===== src/rtl/part_pkg.sv =====
// Shared types for the partitioned-simulation data exchange (initiator and target sides).
package part_pkg;

    localparam int NUM_CLOCKS = 4;
    localparam int REC_W      = 9;

    typedef enum logic [1:0] {
        data_clk_0,
        data_clk_1,
        data_clk_2,
        data_clk_3
    } data_clk_t;

    typedef enum logic [1:0] {
        IDLE,
        COLLECT,
        APPLY,
        RELEASE
    } rcv_state_t;

    // Bit REC_W-1 is the write-enable, the rest is payload data.
    typedef struct packed {
        logic             wen;
        logic [REC_W-2:0] data;
    } rec_t;

endpackage


===== src/rtl/part_watchdog.sv =====
// 16-bit up-counter with synchronous clear; expire flags the cycle the count sits at LIMIT-1.
module part_watchdog #(
    parameter int LIMIT = 1
) (
    input  logic clk,
    input  logic srst,
    input  logic clear,
    input  logic enable,
    output logic expire
);

    localparam logic [15:0] LAST = 16'(LIMIT - 1);

    logic [15:0] count_reg;

    always_ff @(posedge clk) begin
        if (srst || clear) begin
            count_reg <= '0;
        end else if (enable) begin
            count_reg <= count_reg + 16'd1;
        end
    end

    assign expire = (count_reg == LAST);

endmodule


===== src/rtl/part_1_init_rcv_seq.sv =====
// Initiator receive sequencer: freeze the partition, collect one record per announced
// mission clock, apply them all in one cycle, then hold the freeze for STRETCH cycles.
module part_1_init_rcv_seq
    import part_pkg::*;
#(
    parameter int N       = REC_W,
    parameter int TIMEOUT = 1000,
    parameter int STRETCH = 2
) (
    input  logic         clk_i,
    input  logic         rst_i,
    input  logic         exch_start,
    input  logic [3:0]   exp_mask,
    input  logic         rx_valid,
    output logic         rx_ready,
    input  logic [1:0]   rx_clk_id,
    input  logic [N-1:0] rx_data,
    output logic [3:0]   freeze_clk,
    output logic         wen0,
    output logic         wen1,
    output logic         wen2,
    output logic [7:0]   i_data0,
    output logic [7:0]   i_data1,
    output logic [7:0]   i_data2,
    output logic         up_valid,
    output logic [N-1:0] up_data,
    output logic         done,
    output logic         err_unexp,
    output logic         err_busy,
    output logic         err_timeout
);

    localparam int REL_LIMIT = (STRETCH < 1) ? 1 : STRETCH;

    rcv_state_t             state_reg, state_next;
    logic [NUM_CLOCKS-1:0]  pend_mask_reg, pend_next;
    logic [NUM_CLOCKS-1:0]  got_mask_reg, got_next;
    rec_t                   slot_reg [NUM_CLOCKS];
    logic                   wen_reg [3];
    logic [7:0]             i_data_reg [3];
    logic [N-1:0]           up_data_reg;
    logic                   applied_reg;
    logic                   up_valid_reg, done_reg;
    logic                   err_unexp_reg, err_busy_reg, err_timeout_reg;
    logic                   accept, hit, timeout_hit;
    logic                   wd_exp, rel_exp;

    assign rx_ready   = (state_reg == COLLECT);
    assign freeze_clk = (state_reg == IDLE) ? 4'h0 : 4'hf;
    assign accept     = rx_valid && rx_ready;
    assign hit        = pend_mask_reg[rx_clk_id];

    part_watchdog #(.LIMIT(TIMEOUT)) u_wd (
        .clk    (clk_i),
        .srst   (rst_i),
        .clear  (state_reg == IDLE),
        .enable (state_reg == COLLECT),
        .expire (wd_exp)
    );

    part_watchdog #(.LIMIT(REL_LIMIT)) u_rel (
        .clk    (clk_i),
        .srst   (rst_i),
        .clear  (state_reg != RELEASE),
        .enable (state_reg == RELEASE),
        .expire (rel_exp)
    );

    always_comb begin
        state_next  = state_reg;
        pend_next   = pend_mask_reg;
        got_next    = got_mask_reg;
        timeout_hit = 1'b0;
        unique case (state_reg)
            IDLE: begin
                if (exch_start && (exp_mask != '0)) begin
                    state_next = COLLECT;
                    pend_next  = exp_mask;
                    got_next   = '0;
                end
            end
            COLLECT: begin
                if (accept && hit) begin
                    pend_next[rx_clk_id] = 1'b0;
                    got_next[rx_clk_id]  = 1'b1;
                end
                // Completion is checked first so a last-cycle arrival beats the timeout.
                if (pend_next == '0) begin
                    state_next = APPLY;
                end else if (wd_exp) begin
                    state_next  = RELEASE;
                    timeout_hit = 1'b1;
                end
            end
            APPLY:   state_next = RELEASE;
            RELEASE: if (rel_exp) state_next = IDLE;
            default: state_next = IDLE;
        endcase
    end

    always_ff @(posedge clk_i) begin
        if (rst_i) begin
            state_reg       <= IDLE;
            pend_mask_reg   <= '0;
            got_mask_reg    <= '0;
            applied_reg     <= 1'b0;
            up_data_reg     <= '0;
            up_valid_reg    <= 1'b0;
            done_reg        <= 1'b0;
            err_unexp_reg   <= 1'b0;
            err_busy_reg    <= 1'b0;
            err_timeout_reg <= 1'b0;
        end else begin
            state_reg       <= state_next;
            pend_mask_reg   <= pend_next;
            got_mask_reg    <= got_next;
            err_unexp_reg   <= accept && !hit;
            err_busy_reg    <= exch_start && (state_reg != IDLE);
            err_timeout_reg <= timeout_hit;
            up_valid_reg    <= (state_reg == APPLY) && got_mask_reg[3];
            // Timed-out exchanges pass through RELEASE too, but must not report done.
            done_reg        <= (state_reg == RELEASE) && rel_exp && applied_reg;
            if (state_reg == APPLY) begin
                applied_reg <= 1'b1;
                if (got_mask_reg[3]) begin
                    up_data_reg <= slot_reg[3];
                end
            end else if (state_reg == IDLE) begin
                applied_reg <= 1'b0;
            end
        end
    end

    for (genvar gi = 0; gi < NUM_CLOCKS; gi++) begin : g_slot
        always_ff @(posedge clk_i) begin
            if (rst_i) begin
                slot_reg[gi] <= '0;
            end else if (accept && hit && (rx_clk_id == 2'(gi))) begin
                slot_reg[gi] <= rec_t'(rx_data);
            end
        end
    end

    for (genvar gi = 0; gi < 3; gi++) begin : g_pin
        always_ff @(posedge clk_i) begin
            if (rst_i) begin
                wen_reg[gi]    <= 1'b0;
                i_data_reg[gi] <= '0;
            end else if ((state_reg == APPLY) && got_mask_reg[gi]) begin
                wen_reg[gi]    <= slot_reg[gi].wen;
                i_data_reg[gi] <= slot_reg[gi].data;
            end
        end
    end

    assign wen0        = wen_reg[0];
    assign wen1        = wen_reg[1];
    assign wen2        = wen_reg[2];
    assign i_data0     = i_data_reg[0];
    assign i_data1     = i_data_reg[1];
    assign i_data2     = i_data_reg[2];
    assign up_data     = up_data_reg;
    assign up_valid    = up_valid_reg;
    assign done        = done_reg;
    assign err_unexp   = err_unexp_reg;
    assign err_busy    = err_busy_reg;
    assign err_timeout = err_timeout_reg;

endmodule


===== config.mk =====
export PLATFORM = sky130hd
export DESIGN_NAME = part_1_init_rcv_seq
export DESIGN_NICKNAME = d
export VERILOG_FILES = /design/src/rtl/part_pkg.sv /design/src/rtl/part_watchdog.sv /design/src/rtl/part_1_init_rcv_seq.sv
export SDC_FILE = /design/constraint.sdc
export NUM_CORES = 1
export LEC_CHECK = 0
export CAP_MARGIN = 20
export CORE_MARGIN = 2
export CORE_UTILIZATION = 35
export CTS_CLUSTER_SIZE = 40
export DETAILED_ROUTE_END_ITERATION = 8
export GPL_TIMING_DRIVEN = 0
export PLACE_DENSITY = 0.54
export RECOVER_POWER = 50
export SETUP_SLACK_MARGIN = 0.3
export SLEW_MARGIN = 20
export SYNTH_ARGS = -nofsm -noshare
export SYNTH_HDL_FRONTEND = slang
export SYNTH_SLANG_ARGS = --single-unit

===== constraint.sdc =====
create_clock -name clk_i -period 2 [get_ports clk_i]
set_input_delay 0.4 -clock clk_i [delete_from_list [all_inputs] [get_ports clk_i]]
set_output_delay 0.4 -clock clk_i [all_outputs]
set_load 0.02 [all_outputs]

**Yosys cells after proc, flatten, opt, wreduce, memory -nomap -nowiden**

Memories as Yosys holds them, arrays and structs flattened. A register that Yosys moved wholly into a read port is not among the register bits.
Index checks and enable logic that the tools add are counted.

- Flip-flop bits (word level): 48
- Bits in writable memories: 63
- Bits of input ports: 19
- Output and inout port bits: 46
- Logic and storage cells: 129
- Memories: 3

Memories:

| memory | depth | width | read ports | clocked after Yosys merged registers in | wr ports | line | RTL |
|---|---|---|---|---|---|---|---|
| slot_reg | 4 | 9 | 4 | 1 | 4 | part_1_init_rcv_seq.sv:38 | `rec_t slot_reg [NUM_CLOCKS];` |
| i_data_reg | 3 | 8 | 3 | 0 | 3 | part_1_init_rcv_seq.sv:40 | `logic [7:0] i_data_reg [3];` |
| wen_reg | 3 | 1 | 3 | 0 | 3 | part_1_init_rcv_seq.sv:39 | `logic wen_reg [3];` |

- Add/sub/neg operators: 2
- Magnitude comparators: 2
- Equality and inequality tests: 13
- Multiplexer cells: 53
- Bitwise logic cells: 14
- Reduce and logical (&&, ||, !) cells: 31

Operator list:

| kind | count |
|---|---|
| two-way mux 9 bit | 4 |
| adder 16 x 1 -> 16 bit, second input constant | 2 |
| two-way mux 1 bit | 31 |
| two-way mux 4 bit | 6 |
| two-way mux 8 bit | 3 |
| == test 16 x 1 -> 1 bit, second input constant | 1 |
| == test 16 x 10 -> 1 bit, second input constant | 1 |
| logical AND 1 bit | 16 |
| case mux 4 bit (2 select lines) | 2 |
| bitwise OR 1 bit | 10 |
| == test 2 bit, second input constant | 4 |
| two-way mux 2 bit | 4 |
| case mux 2 bit (4 select lines) | 1 |
| inequality test 2 bit, second input constant | 3 |
| AND reduction 3 bit | 2 |
| nonzero test 2 bit | 3 |
| bitwise AND 4 bit | 1 |
| == test 2 x 1 -> 1 bit, second input constant | 2 |
| zero test 2 bit | 2 |
| zero test 4 bit | 1 |
| inverter 4 bit | 1 |
| bitwise OR 4 bit | 1 |
| AND reduction 2 bit | 2 |
| nonzero test 4 bit | 1 |
| other kinds (10) | 11 |

**Logic depth before layout (Yosys ltp)**

Gate-level depths: netlist (run 1).

- Word-level depth: 11
- Mapped depth: 8
- Mapped depth without buffers: 7

**Cells and area by module**

From an unflattened synthesis (run 1), not the netlist that was laid out.

- Cell total of the unflattened synthesis: 466
- Area, all modules: 5,182.5 µm²

By module, submodules not included:

| module | instances | cells each | area an instance (µm²) |
|---|---|---|---|
| part_1_init_rcv_seq | 1 | 291 | 3,585.9 |
| part_watchdog (u_wd) | 1 | 90 | 815.8 |
| part_watchdog (u_rel) | 1 | 85 | 780.7 |

**Worst setup path before layout (run 1)**

Ideal clock, no wire load.

- Path kind: flip-flop to flip-flop
- Start: register state_reg[1]
- End: register u_wd.count_reg[4]
- Setup time: 124 ps
- Arrival time: 1,595 ps
- Data required time: 1,876 ps
- Setup slack: 281 ps
- Cell stages (with the launch flop): 8
- Path buffers: 2
- Clock period less this slack: 1,719 ps
- Path through: dfxtp_1 inv_1 ha_1 clkbuf_1 buf_1 nand4_1 xor2_1 nor2_1

- Elaborated cells on any way between the ends: 3
- Those cells by class: eq/ne: 1; reduce/logical: 2

RTL lines:

| element | line | RTL |
|---|---|---|
| start, declared | part_1_init_rcv_seq.sv:35 | `rcv_state_t state_reg, state_next;` |
| start signal, assigned | part_1_init_rcv_seq.sv:114 | `state_reg <= state_next;` |
| == test 2 x 1 -> 1 bit | n/a |  |
| named net rx_ready | part_1_init_rcv_seq.sv:15 | `output logic rx_ready,` |
| end signal, assigned | part_watchdog.sv:20 | `count_reg <= count_reg + 16'd1;` |
| end, declared | part_watchdog.sv:14 | `logic [15:0] count_reg;` |

The timed path passes the listed nets, and every way through them passes these cells.
A chain may end at the register's enable or synchronous reset.

**Worst setup path in the final report (run 1)**

- Start: register state_reg[1]
- End: output freeze_clk[1]

- Word-level cells in the longest chain between the ends: 2

RTL lines:

| element | line | RTL |
|---|---|---|
| zero test 2 bit | part_1_init_rcv_seq.sv:49 | `assign freeze_clk = (state_reg == IDLE) ? 4'h0 : 4'hf;` |
| two-way mux 4 bit | part_1_init_rcv_seq.sv:49 |  |
| end, declared | part_1_init_rcv_seq.sv:18 | `output logic [3:0] freeze_clk,` |

Every way passes these cells.

==> run_results.csv, run 1 <==
group,metric,value,unit
clock_tree,clk_latency,0.41,ns
placed_design,place.gp.congestion,0.759,
finish,diodes,0,
timing,worst_slack,0.141,ns
finish,final_net_count,571,
hold_path,min_from,"u_rel.count_reg[0]",
synth,synth_edf_count,63,
detailed_routing,routedWlPerCell,14.5,um
worst_setup_path,path_cells,"inv_2, ha_2, buf_8, inv_8, buf_4, buf_6",
power,irDropWorstVdd,0.449,mV
worst_setup_path,critical-path-top-delay-family,"buffers and inverters",
finish,drive_above_1_share,15.2,%
floorplan,core.rowCount,43,
worst_setup_path,crit_path_max_incr_delay,0.41,ns
worst_setup_path,r2r-start,"state_reg[1]",
detailed_routing,dr.pass1.iters,4,
worst_setup_path,cp_num_buf_inv,5,
finish,final_util,47.2,%
worst_setup_path,crit_path_max_fanout,5,
clock_tree,clk_pin_slew_worst_paths,0.05,ns
power,p_seq_share,38.6,%
power,finalPower,7290,uW
grt,antenna_found_initial,0,
grt,grt_overflow,0,
timing,setup_viol,0,
grt,grt_pass1_wl,16.9,mm
detailed_routing,ant_nets,0,
detailed_routing,via_per_inst,4.82,
power,p_clk_share,41.2,%
synth,synth_cells,453,
synth,syn_avg_cell_area,11.0,um^2
timing,worst_pin_slew,0.584,ns
synth,synth_cell_types,45,
timing,rsz0062_at_grt,"true",
finish,largest_reg_flops,36,
clock_tree,cts.sinks,120,
worst_setup_path,critPathLaunchType,"register",
worst_setup_path,ff2ff_setup_slack,0.19,ns
placed_design,post-place-ws,-0.386,ns
grt,globalRouteTotalUtil,14.8,%
grt,first_global_vias,3278,
synth,synth_common_cells,"edfxtp_1, dfxtp_1, nor2_1",
detailed_routing,vias,3558,
worst_setup_path,r2r-end,"slot_reg[1][2]",
placed_design,io_buffer_count,63,
synth,syn_area,4970,um^2
hold_path,min_to,"u_rel.count_reg[0]",
timing,period_needed,1.86,ns
synth,ys.flop_type,"edfxtp_1",
clock_tree,htreeDepth,4,
synth,yosysWarnings,0,
detailed_routing,drt_iter0_drc,214,
timing,final-max-slew-violation-count,0,
timing,final.period_utilization,92.9,%
timing,skew,0.00917,ns
hold_path,whs_path_depth,1,
floorplan,die_h,123,um
timing,fin_hold_ws,0.448,ns
floorplan,ios,65,
clock_tree,clockBufferDepth,2,
finish,syn_to_final_growth,31.7,%
floorplan,coreArea,13900,um^2
clock_tree,cts_tree,"done",
floorplan,dieArea,15200,um^2
worst_setup_path,path_depth,6,
power,combPwrFrac,20.2,%
timing,hold_violations,0,
synth,synth-seq-cells,120,
synth,synth_top_area_cell,"edfxtp_1",
grt,grt_max_degree,17,
worst_setup_path,crit_arrival,1.46,ns
power,switchingPower,1990,uW
clock_tree,clock-root-buffer,"clkbuf_16",
synth,synth_top_area_share,38.1,%
placed_design,place_inst,696,
synth,ys_seq_area_share,61.0,%
run,cap_violations,0,
worst_setup_path,critPathKind,"reg2out",
power,leakage,0.00264,uW
synth,syn_nets,479,
synth,synthArstFlopShare,0,%
power,p_per_area,1110,nW/um^2
synth,yosys-top-cells-area,"edfxtp_1, dfxtp_1, and2_1",
finish,layout.cells.non_filler,738,
power,p_sw_share,27.3,%
worst_setup_path,r2r_cells,7,
clock_tree,cts_buffers,17,
worst_setup_path,critPathSlowestCell,"dfxtp_1",
worst_setup_path,required,1.60,ns
timing,max_slew_margin,61.1,%
hold_path,hp-class,"reg2reg",
clock_tree,cts_hold_buf,0,
floorplan,start_util,35.8,%
power,internal_power,5300,uW
run_status,status,"finished, final reports clean",
timing,fmax,538,MHz
worst_setup_path,cp-end-kind,"output pin",
synth,synth_most_common_cell,"edfxtp_1",
detailed_routing,wl,10.7,mm
placed_design,hpwl,7.47,mm
detailed_routing,drc,0,
floorplan,die_w,123,um
-- power groups by stage --
stage	combinational, uW	clock, uW	sequential (uW)
2_1_floorplan	777	0	2880
3_3_place_gp	1260	0	2860
3_5_place_dp	1280	0	2860
4_1_cts	1430	3080	2820
5_1_grt	1600	3210	2830
6_report	1470	3010	2810
-- kinds of logic (layout without fill, tap and decap cells) --
family          count (synthesis)  after routing  synth area share [%]
flops                         120            120                  61.0
fa+ha+maj                       7              7                  1.76
xor+xnor                       25             25                  4.41
compound gates                 48             48                  5.94
buf+inv                        33            137                  2.87
simple gates                  217            218                  23.1
mux                             3              3                 0.856
-- routing by layer --
metal	global-route usage [%]	share of wire [%]	vias up	routed length, um
li1	-	-	1774	-
met4	5.61	1.0	0	109
met5	0	0	-	0
met3	4.34	5.2	9	562
met2	22.8	47	88	4980
met1	19.8	47	1687	5060
-- per-stage QoR --
step,TNS (ns),area [um^2]
after global placement,-15.76,5830
final,0,6550
after CTS,0,6510
after global routing,0,6550
after detailed placement,-18.25,5830
after floorplan,0,4970
-- what timing repair did --
| item | CTS | global route |
|---|---|---|
| hold endpoints to repair | 0 | 0 |
| endpoints found under the setup margin | 170 | 144 |
| cloned | 0 | 1 |
| buffers inserted | 6 | 3 |
| resized for setup | 102 | 31 |
| pin swaps | 5 | 4 |
-- cells in the final DEF (no fill, tap or decap), types with 7 or more instances in the layout --
cell,synthesis,layout
inv_1,11,9
a21oi_1,24,24
dfxtp_1,57,54
nand2_1,40,40
xnor2_1,7,7
edfxtp_1,63,63
a21o_1,7,7
clkbuf_16,0,17
nand4_1,11,11
dlygate4sd2_1,0,42
and3_1,32,31
xor2_1,18,18
and2_1,37,33
nand3_1,15,15
clkdlybuf4s50_1,0,16
clkbuf_1,16,11
nor2_1,49,45
buf_4,3,9
-- final cells by class --
class                      instances  area, um^2
buffer                            22         128
clock buffer                      19         433
clock inverter                    13         154
fill                            1297        7330
inverter                          11        48.8
multi-input combinational        301        1880
sequential                       120        3040
tap                              180         225
timing repair buffer              72         644
-- how the worst max path moves through the flow --
stage / startpoint / endpoint / slack [ns]
global route: state_reg[1] / slot_reg[1][6] / 0.08
detailed placement: state_reg[0] / freeze_clk[1] / -0.39
floorplan: state_reg[0] / got_mask_reg[3] / 0.31
finish: state_reg[1] / freeze_clk[1] / 0.14
global placement: state_reg[0] / freeze_clk[2] / -0.36
CTS: state_reg[0] / freeze_clk[1] / 0.16
(Power assumes the default switching activity.)
==> run 2: changes to the inputs <==
Settings changed: CORE_MARGIN 2 to 10.
==> run 2 against run 1 <==
- non-clock buffer count up 1
- via count is 0.28% higher
- final cell count grew 0.14%
- sequential power about the same
- highest routed layer unchanged
- largest power group unchanged
==> run_results.csv, run 2 (synthesis results as in run 1) <==
group,metric,value,unit
power,combPwrFrac,20.8,%
placed_design,hpwl,7.99,mm
clock_tree,clock-root-buffer,"clkbuf_16",
placed_design,io_buffer_count,63,
clock_tree,clk_latency,0.42,ns
power,p_sw_share,28.9,%
power,switchingPower,2130,uW
finish,diodes,0,
worst_setup_path,crit_arrival,1.97,ns
floorplan,die_w,139,um
grt,globalRouteTotalUtil,11.6,%
detailed_routing,ant_nets,0,
finish,final_net_count,572,
clock_tree,cts_tree,"done",
timing,hold_violations,0,
run,cap_violations,0,
finish,fill_cells,1333,
timing,rsz0062_at_grt,"true",
hold_path,hp-class,"reg2reg",
finish,regArea,3040,um^2
finish,layout.cells.non_filler,739,
detailed_routing,routedWlPerCell,15.4,um
finish,multi_input_area,1900,um^2
timing,fin_hold_ws,0.448,ns
timing,setup_viol,0,
finish,drive_above_1_share,15.2,%
floorplan,die_h,139,um
detailed_routing,dr.pass1.iters,4,
power,leakage,0.00265,uW
finish,syn_to_final_growth,32.5,%
grt,first_global_vias,3418,
timing,skew,0.00675,ns
floorplan,ios,65,
clock_tree,htreeDepth,4,
clock_tree,cts_buffers,17,
finish,largest_reg_flops,36,
worst_setup_path,crit_path_max_fanout,6,
floorplan,start_util,35.8,%
detailed_routing,drc,0,
floorplan,core.rowCount,43,
grt,antenna_found_initial,0,
detailed_routing,wl,11.4,mm
finish,final_cell_mix,"edfxtp_1, dfxtp_1, nor2_1",
run_status,status,"finished, final reports clean",
power,p_seq_share,38.2,%
power,internal_power,5250,uW
grt,grt_max_degree,17,
detailed_routing,vias,3568,
placed_design,place.gp.congestion,0.785,
placed_design,place_inst,696,
clock_tree,cts_hold_buf,0,
power,p_clk_share,41.0,%
power,irDropWorstVdd,0.651,mV
worst_setup_path,critPathLaunchType,"register",
detailed_routing,drt_iter0_drc,194,
timing,final-max-slew-violation-count,0,
placed_design,post-place-ws,-0.371,ns
timing,worst_slack,0.207,ns
worst_setup_path,critPathKind,"reg2reg",
timing,period_needed,1.79,ns
power,p_per_area,1120,nW/um^2
worst_setup_path,required,2.17,ns
worst_setup_path,cp-end-kind,"register",
clock_tree,cts.sinks,120,
detailed_routing,via_per_inst,4.83,
clock_tree,clk_pin_slew_worst_paths,0.06,ns
timing,final.period_utilization,89.6,%
timing,fmax,558,MHz
timing,max_slew_margin,60.7,%
grt,grt_overflow,0,
timing,worst_pin_slew,0.590,ns
floorplan,coreArea,13900,um^2
grt,grt_pass1_wl,17.9,mm
clock_tree,clockBufferDepth,2,
floorplan,dieArea,19400,um^2
timing,finalSetupTns,0,ns
finish,layout_commonest_cell,"edfxtp_1",
-- run 2: through the flow --
stage	util, %	area (um^2)	total power (uW)
final	47.4	6580	7380
after global routing	47.4	6580	7700
after CTS	47.0	6520	7370
after detailed placement	42.0	5830	4140
after global placement	42.0	5830	4140
after floorplan	-	4970	3660
-- run 2: cell type report --
class / count / share of cell area, %
repair buffers: 73 / 9.69
clock buffers: 17 / 6.46
clock inverters: 15 / 2.53
multi-input cells: 301 / 28.8
flip-flops and latches: 120 / 46.2
inverters: 11 / 0.855
plain buffers: 22 / 2.03
well taps: 180 / 3.42
-- run 2: repair_timing --
action	in CTS	in global routing
setup endpoints to repair	168	156
resized for setup	106	33
buffers inserted	7	3
pin swaps	5	5
cloned	0	1
-- run 2: worst max-delay path, cell delays in order, from the launching register on --
cell and delay, ns:
dfxtp_2 0.36, inv_2 0.06, ha_1 0.24, and2_4 0.18, nand4_1 0.09, clkbuf_1 0.30, nor2_1 0.15, and2_0 0.17
-- run 2: power groups by stage --
stage / Combinational [uW] / Clock (uW) / Sequential (uW)
2_1_floorplan: 777 / 0 / 2880
3_3_place_gp: 1280 / 0 / 2860
3_5_place_dp: 1290 / 0 / 2860
4_1_cts: 1480 / 3090 / 2810
5_1_grt: 1660 / 3200 / 2830
6_report: 1530 / 3030 / 2820
-- run 2: worst paths after layout --
check	from	endpoint	slack [ns]	cells after the start
setup / recovery	state_reg[1]	slot_reg[1][3]	0.21	7
hold / removal	u_rel.count_reg[0]	u_rel.count_reg[0]	0.45	1
setup reg to reg	state_reg[1]	slot_reg[1][3]	0.21	7
hold reg to reg	u_rel.count_reg[0]	u_rel.count_reg[0]	0.45	1
-- run 2: metal layers --
metal | vias up | global-route usage (%) | share of wire [%]
li1 | 1782 | - | -
met1 | 1709 | 13.4 | 45
met2 | 65 | 18.3 | 48
met3 | 12 | 4.55 | 5.2
met4 | 0 | 5.55 | 1.3
met5 | - | 0 | 0
==> run 3: changes to the inputs <==
Settings changed: GPL_ROUTABILITY_DRIVEN set to 0, TNS_END_PERCENT set to 30.
==> run 3 against run 2 <==
- critical path depth decreased by 1
- critical path type is now reg2out
- clock skew about the same
- global-route usage about the same
- routed wire length is 0.52% higher
- power is 0.26% lower
- critical endpoint is now freeze_clk[1]
- non-clock buffer count shrank 3
- flip-flop and latch count unchanged
- first-iteration DRC count increased by 4.6%
==> run_results.csv, run 3 (synthesis results as in run 1) <==
group,metric,value,unit
finish,final_net_count,568,
worst_setup_path,critPathLaunchType,"register",
floorplan,start_util,35.8,%
timing,setup_viol,0,
timing,worst_slack,0.169,ns
grt,grt_max_degree,17,
grt,first_global_vias,3427,
grt,grt_overflow,0,
detailed_routing,routedWlPerCell,15.6,um
power,p_clk_share,41.2,%
power,switchingPower,2120,uW
hold_path,whs_path_depth,1,
worst_setup_path,r2r-start,"state_reg[1]",
worst_setup_path,r2r-end,"u_rel.count_reg[9]",
finish,largest_reg_flops,36,
timing,period_needed,1.83,ns
hold_path,hp-class,"reg2reg",
clock_tree,clk_latency,0.42,ns
detailed_routing,wl,11.4,mm
clock_tree,htreeDepth,4,
finish,syn_to_final_growth,32.8,%
worst_setup_path,ff2ff_setup_slack,0.22,ns
power,p_per_area,1120,nW/um^2
run_status,status,"finished, final reports clean",
worst_setup_path,r2r_cells,7,
grt,use_met3,4.55,%
floorplan,die_w,139,um
power,leakage,0.00248,uW
hold_path,min_to,"u_rel.count_reg[0]",
grt,grt_util_met2,18.4,%
finish,drive_above_1_share,15.1,%
clock_tree,clockBufferDepth,2,
timing,max_slew_margin,58.8,%
grt,met1_usage,13.4,%
floorplan,ios,65,
clock_tree,clk_pin_slew_worst_paths,0.06,ns
clock_tree,cts_tree,"done",
timing,fmax,546,MHz
floorplan,die_h,139,um
finish,layout_commonest_cell,"edfxtp_1",
timing,rsz0062_at_grt,"true",
power,internal_power,5240,uW
worst_setup_path,cp-end-kind,"output pin",
placed_design,io_buffer_count,63,
finish,final_util,47.5,%
placed_design,post-place-ws,-0.371,ns
clock_tree,clock-root-buffer,"clkbuf_16",
detailed_routing,via_per_inst,4.82,
floorplan,coreArea,13900,um^2
worst_setup_path,critPathKind,"reg2out",
timing,final.period_utilization,91.6,%
power,combPwrFrac,20.6,%
power,finalPower,7360,uW
timing,worst_pin_slew,0.618,ns
timing,skew,0.00717,ns
floorplan,core.rowCount,43,
power,irDropWorstVdd,0.630,mV
detailed_routing,drt_iter0_drc,203,
detailed_routing,drc,0,
worst_setup_path,crit_path_max_fanout,5,
power,p_sw_share,28.8,%
run,cap_violations,0,
power,p_seq_share,38.2,%
placed_design,hpwl,7.99,mm
detailed_routing,dr.pass1.iters,4,
grt,antenna_found_initial,0,
clock_tree,cts_buffers,17,
grt,globalRouteTotalUtil,11.6,%
worst_setup_path,required,1.60,ns
finish,diodes,0,
timing,hold_violations,0,
detailed_routing,ant_nets,0,
worst_setup_path,crit_arrival,1.43,ns
grt,grt.busiest_layer,"met2",
grt,grt_pass1_wl,18.0,mm
floorplan,dieArea,19400,um^2
timing,final-max-slew-violation-count,0,
clock_tree,cts.sinks,120,
hold_path,min_from,"u_rel.count_reg[0]",
finish,final_cell_mix,"edfxtp_1, clkdlybuf4s50_1, dfxtp_1",
detailed_routing,vias,3541,
run 3: metrics by stage:
| stage | instances | hold WS, ns | TNS (ns) | cell area (um^2) |
|---|---|---|---|---|
| 4_1_cts | 734 | 0.462 | 0 | 6540 |
| 6_report | 735 | 0.450 | 0 | 6600 |
| 5_1_grt | 735 | 0.467 | 0 | 6600 |
| 3_3_place_gp | 696 | 0.449 | -16.80 | 5830 |
| 2_1_floorplan | 453 | 0.417 | 0 | 4970 |
| 3_5_place_dp | 696 | 0.449 | -18.11 | 5830 |
run 3: per-layer routing:
layer,vias up,wire length [um]
met4,0,151
met2,70,5580
met1,1688,5080
met5,-,0
met3,12,623
li1,1771,-
run 3: layout make-up:
type,instances,area [um^2]
Clock buffer,17,425
Fill cell,1303,7280
Tap cell,180,225
Clock inverter,15,166
Multi-Input combinational cell,300,1900
Inverter,11,51.3
Sequential cell,120,3040
Buffer,22,134
Timing Repair Buffer,70,662
run 3: power by group through the flow:
stage | clock network, uW | logic (uW) | registers (uW)
final | 3030 | 1520 | 2810
after global routing | 3200 | 1650 | 2830
after CTS | 3090 | 1500 | 2810
after detailed placement | 0 | 1290 | 2860
after global placement | 0 | 1280 | 2860
after floorplan | 0 | 777 | 2880
run 3: worst max path at each step:
stage / start / end / slack (ns) / cells past startpoint
6_report: state_reg[0] / freeze_clk[1] / 0.17 / 6
5_1_grt: state_reg[0] / slot_reg[3][2] / 0.09 / 6
4_1_cts: state_reg[1] / u_rel.count_reg[9] / 0.17 / 7
3_5_place_dp: state_reg[0] / freeze_clk[3] / -0.37 / 6
3_3_place_gp: state_reg[0] / freeze_clk[2] / -0.37 / 6
2_1_floorplan: state_reg[0] / got_mask_reg[3] / 0.31 / 8
run 3: critical path: stages, from the launching register on:
cell and delay (ns):
dfxtp_1 0.40, inv_4 0.06, ha_4 0.16, buf_8 0.13, inv_8 0.07, buf_6 0.09
buf_6 0.10
run 3: what timing repair did:
action | CTS | global route
pin swaps | 2 | 7
setup buffers | 6 | 1
endpoints found under the hold margin | 0 | 0
hold buffers | 0 | 0
endpoints found under the setup margin | 168 | 208
gates resized for setup | 58 | 29
==> patch (flow settings as in run 2) <==
The 4 states of `rcv_state_t` get a one-hot encoding in 4 bits.
--- a/src/rtl/part_pkg.sv
+++ b/src/rtl/part_pkg.sv
@@ -12,9 +12,9 @@
     } data_clk_t;
 
-    typedef enum logic [1:0] {
-        IDLE,
-        COLLECT,
-        APPLY,
-        RELEASE
+    typedef enum logic [3:0] {
+        IDLE    = 4'b0001,
+        COLLECT = 4'b0010,
+        APPLY   = 4'b0100,
+        RELEASE = 4'b1000
     } rcv_state_t;
 
Behaviour: same outputs for any inputs over 10 cycles, from zero or initial values and one cycle with rst_i high; not proved beyond that.
==> patch against run 2 <==
- synthesized area up 0.81%
- combinational power up 18%
- total power up 0.59%
- non-clock buffer count up 47
- critical path depth down 3
- first-iteration DRC count down 4.6%
- sequential cell count up 2
- setup slack worse by 0.21 ns
- wire length up 23%
- design area up 18%
==> patch: results (changes against run 2) <==
stage;metric;value;unit;change
global_routing;largest net degree at the start of global routing;17;;unchanged
detailed_routing;metal3 WL;823;um;+39%
global_routing;antenna violations before repair;0;;unchanged
layout;Layout Nets;616;;+7.7%
global_routing;first-pass GRT wire length;20.6;mm;+15%
clock_network;clock buffer depth;2;;unchanged
setup_path;critical path class;flip-flop to output pin;;
detailed_routing;WL met2;6.70;mm;+22%
detailed_routing;final WL;14.0;mm;+23%
setup_path;R2R Path Start;state_reg[3];;
logic_synthesis;Unique masters post-synth;51;;+13%
logic_synthesis;asr flop ratio synth;0;%;unchanged
logic_synthesis;top post-synthesis cells by area;edfxtp_1 (38%), dfxtp_1 (24%), and2_1 (5.1%);;
timing;Fmax;500;MHz;-10%
detailed_routing;M1 wire length;6.28;mm;+22%
setup_path;r2r endpoint;slot_reg[2][8];;
setup_path;WP data arrival;1.60;ns;-0.37 ns
setup_path;R2R Setup Slk;0.04;ns;-0.17 ns
global_routing;vias in the first global route;3768;;+10%
logic_synthesis;Synth top cells by count;edfxtp_1 (63), dfxtp_1 (59), and2_1 (41), nand2_1 (35);;
power_and_ir_drop;Worst VDD drop;942;uV;+45%
setup_path;Critical path destination;rx_ready;;
timing;clk_skew;0.00890;ns;+0.00215 ns
placement;GP Congestion;0.784;;-0.13%
worst_hold_path;worst hold start;applied_reg;;
timing;Worst-Margin Slew;0.568;ns;-0.0220 ns
setup_path;Reg2Reg Depth;8;;+1
setup_path;worst-path fanout max;2;;-4
logic_synthesis;register area share after synthesis;61.3;%;+0.31 points
logic_synthesis;number of flops mapped to enable cells by yosys;63;;unchanged
logic_synthesis;synth warn;0;;unchanged
clock_network;CTS clk-pin slew, worst paths;0.05;ns;
global_routing;overall routing resource usage;13.3;%;+1.7 points
placement;Place WS;-0.868;ns;-0.497 ns
layout;# diodes;0;;unchanged
logic_synthesis;Net Count, Synth;471;;-1.7%
power_and_ir_drop;switching pwr;0.00204;W;-4.3%
detailed_routing;vias;3941;;+10%
layout;layout cells sized above 1;36.4;%;+21 points
detailed_routing;Starting DRT DRC Count;185;;-4.6%
layout;Largest register FFs;36;;unchanged
layout;final-layout fill cell count;1172;;-12%
run_status;outcome;completed;;
clock_network;worst skew pair latency;0.43;ns;
timing;endpoints failing setup;0;;unchanged
placement;Port Buffers;64;;+1.6%
clock_network;root buf cell;clkbuf_16;;
worst_hold_path;hold depth;2;;+1
placement;DP HPWL;8.42;mm;+5.4%
power_and_ir_drop;leakage power;3.07;nW;+16%
-- patch: changes by cell type after synthesis, moves of 5 or more --
cell,before,now
nand2_1,40,35
o21ai_0,6,13
nor2_1,49,34
xor2_1,18,12
-- patch: metrics by stage --
stage	total power (W)	hold slack, ns	std cells	utilization, %	area (um^2)
after global routing	0.00771	0.468	787	55.9	7790
after global placement	0.00384	0.432	693	42.7	5950
after detailed placement	0.00385	0.436	693	42.7	5950
after floorplan	0.00345	0.417	449	-	5080
after CTS	0.00713	0.439	755	51.9	7230
final	0.00742	0.436	787	55.9	7790
-- patch: what timing repair did --
action / in CTS / in global routing
pin swaps: 42 / 28
buffers inserted: 27 / 22
gates resized for setup: 212 / 76
endpoints found under the setup margin: 218 / 181
gates cloned: 3 / 10
-- patch: layer usage --
layer  track usage, %  up-vias
met5                0        -
met4             6.03        0
met3             4.12       20
met2             20.7       99
met1             16.6     1898
li1                 -     1924
-- patch: cells by family after synthesis --
| logic type | after synthesis | synth area share, % |
|---|---|---|
| AND/OR/NAND/NOR | 214 | 24.0 |
| flip-flops | 122 | 61.3 |
| AO/OA/AOI/OAI | 53 | 6.67 |
| buffers and inverters | 33 | 2.80 |
| XOR/XNOR | 23 | 4.02 |
| adder cells (fa/ha/maj) | 3 | 0.749 |
| multiplexers | 1 | 0.450 |
-- patch: worst min path at each step --
stage	slack, ns	to
final	0.44	done
after detailed placement	0.44	done
after CTS	0.44	done
after global placement	0.43	done
after floorplan	0.42	done
after global routing	0.47	done
-- patch: worst max-delay path, cell delays in order, from the launching register on --
cell	delay, ns
dfxtp_4	0.34
or4b_4	0.56
clkinv_4	0.08
buf_8	0.09
buf_6	0.11
-- patch: power by group through the flow --
stage / registers (W) / logic, W / clock network, W
global route: 0.00285 / 0.00191 / 0.00294
global placement: 0.00286 / 0.000983 / 0
finish: 0.00285 / 0.00181 / 0.00277
floorplan: 0.00288 / 0.000572 / 0
detailed placement: 0.00286 / 0.000988 / 0
CTS: 0.00284 / 0.00148 / 0.00281
-- patch: area by class of cell --
| type | instances | share of cell area (%) |
|---|---|---|
| flip-flops and latches | 122 | 39.6 |
| multi-input cells | 302 | 32.3 |
| repair buffers | 118 | 14.7 |
| clock buffers | 18 | 5.51 |
| plain buffers | 24 | 3.12 |
| well taps | 180 | 2.89 |
| clock inverters | 14 | 1.38 |
| inverters | 9 | 0.498 |
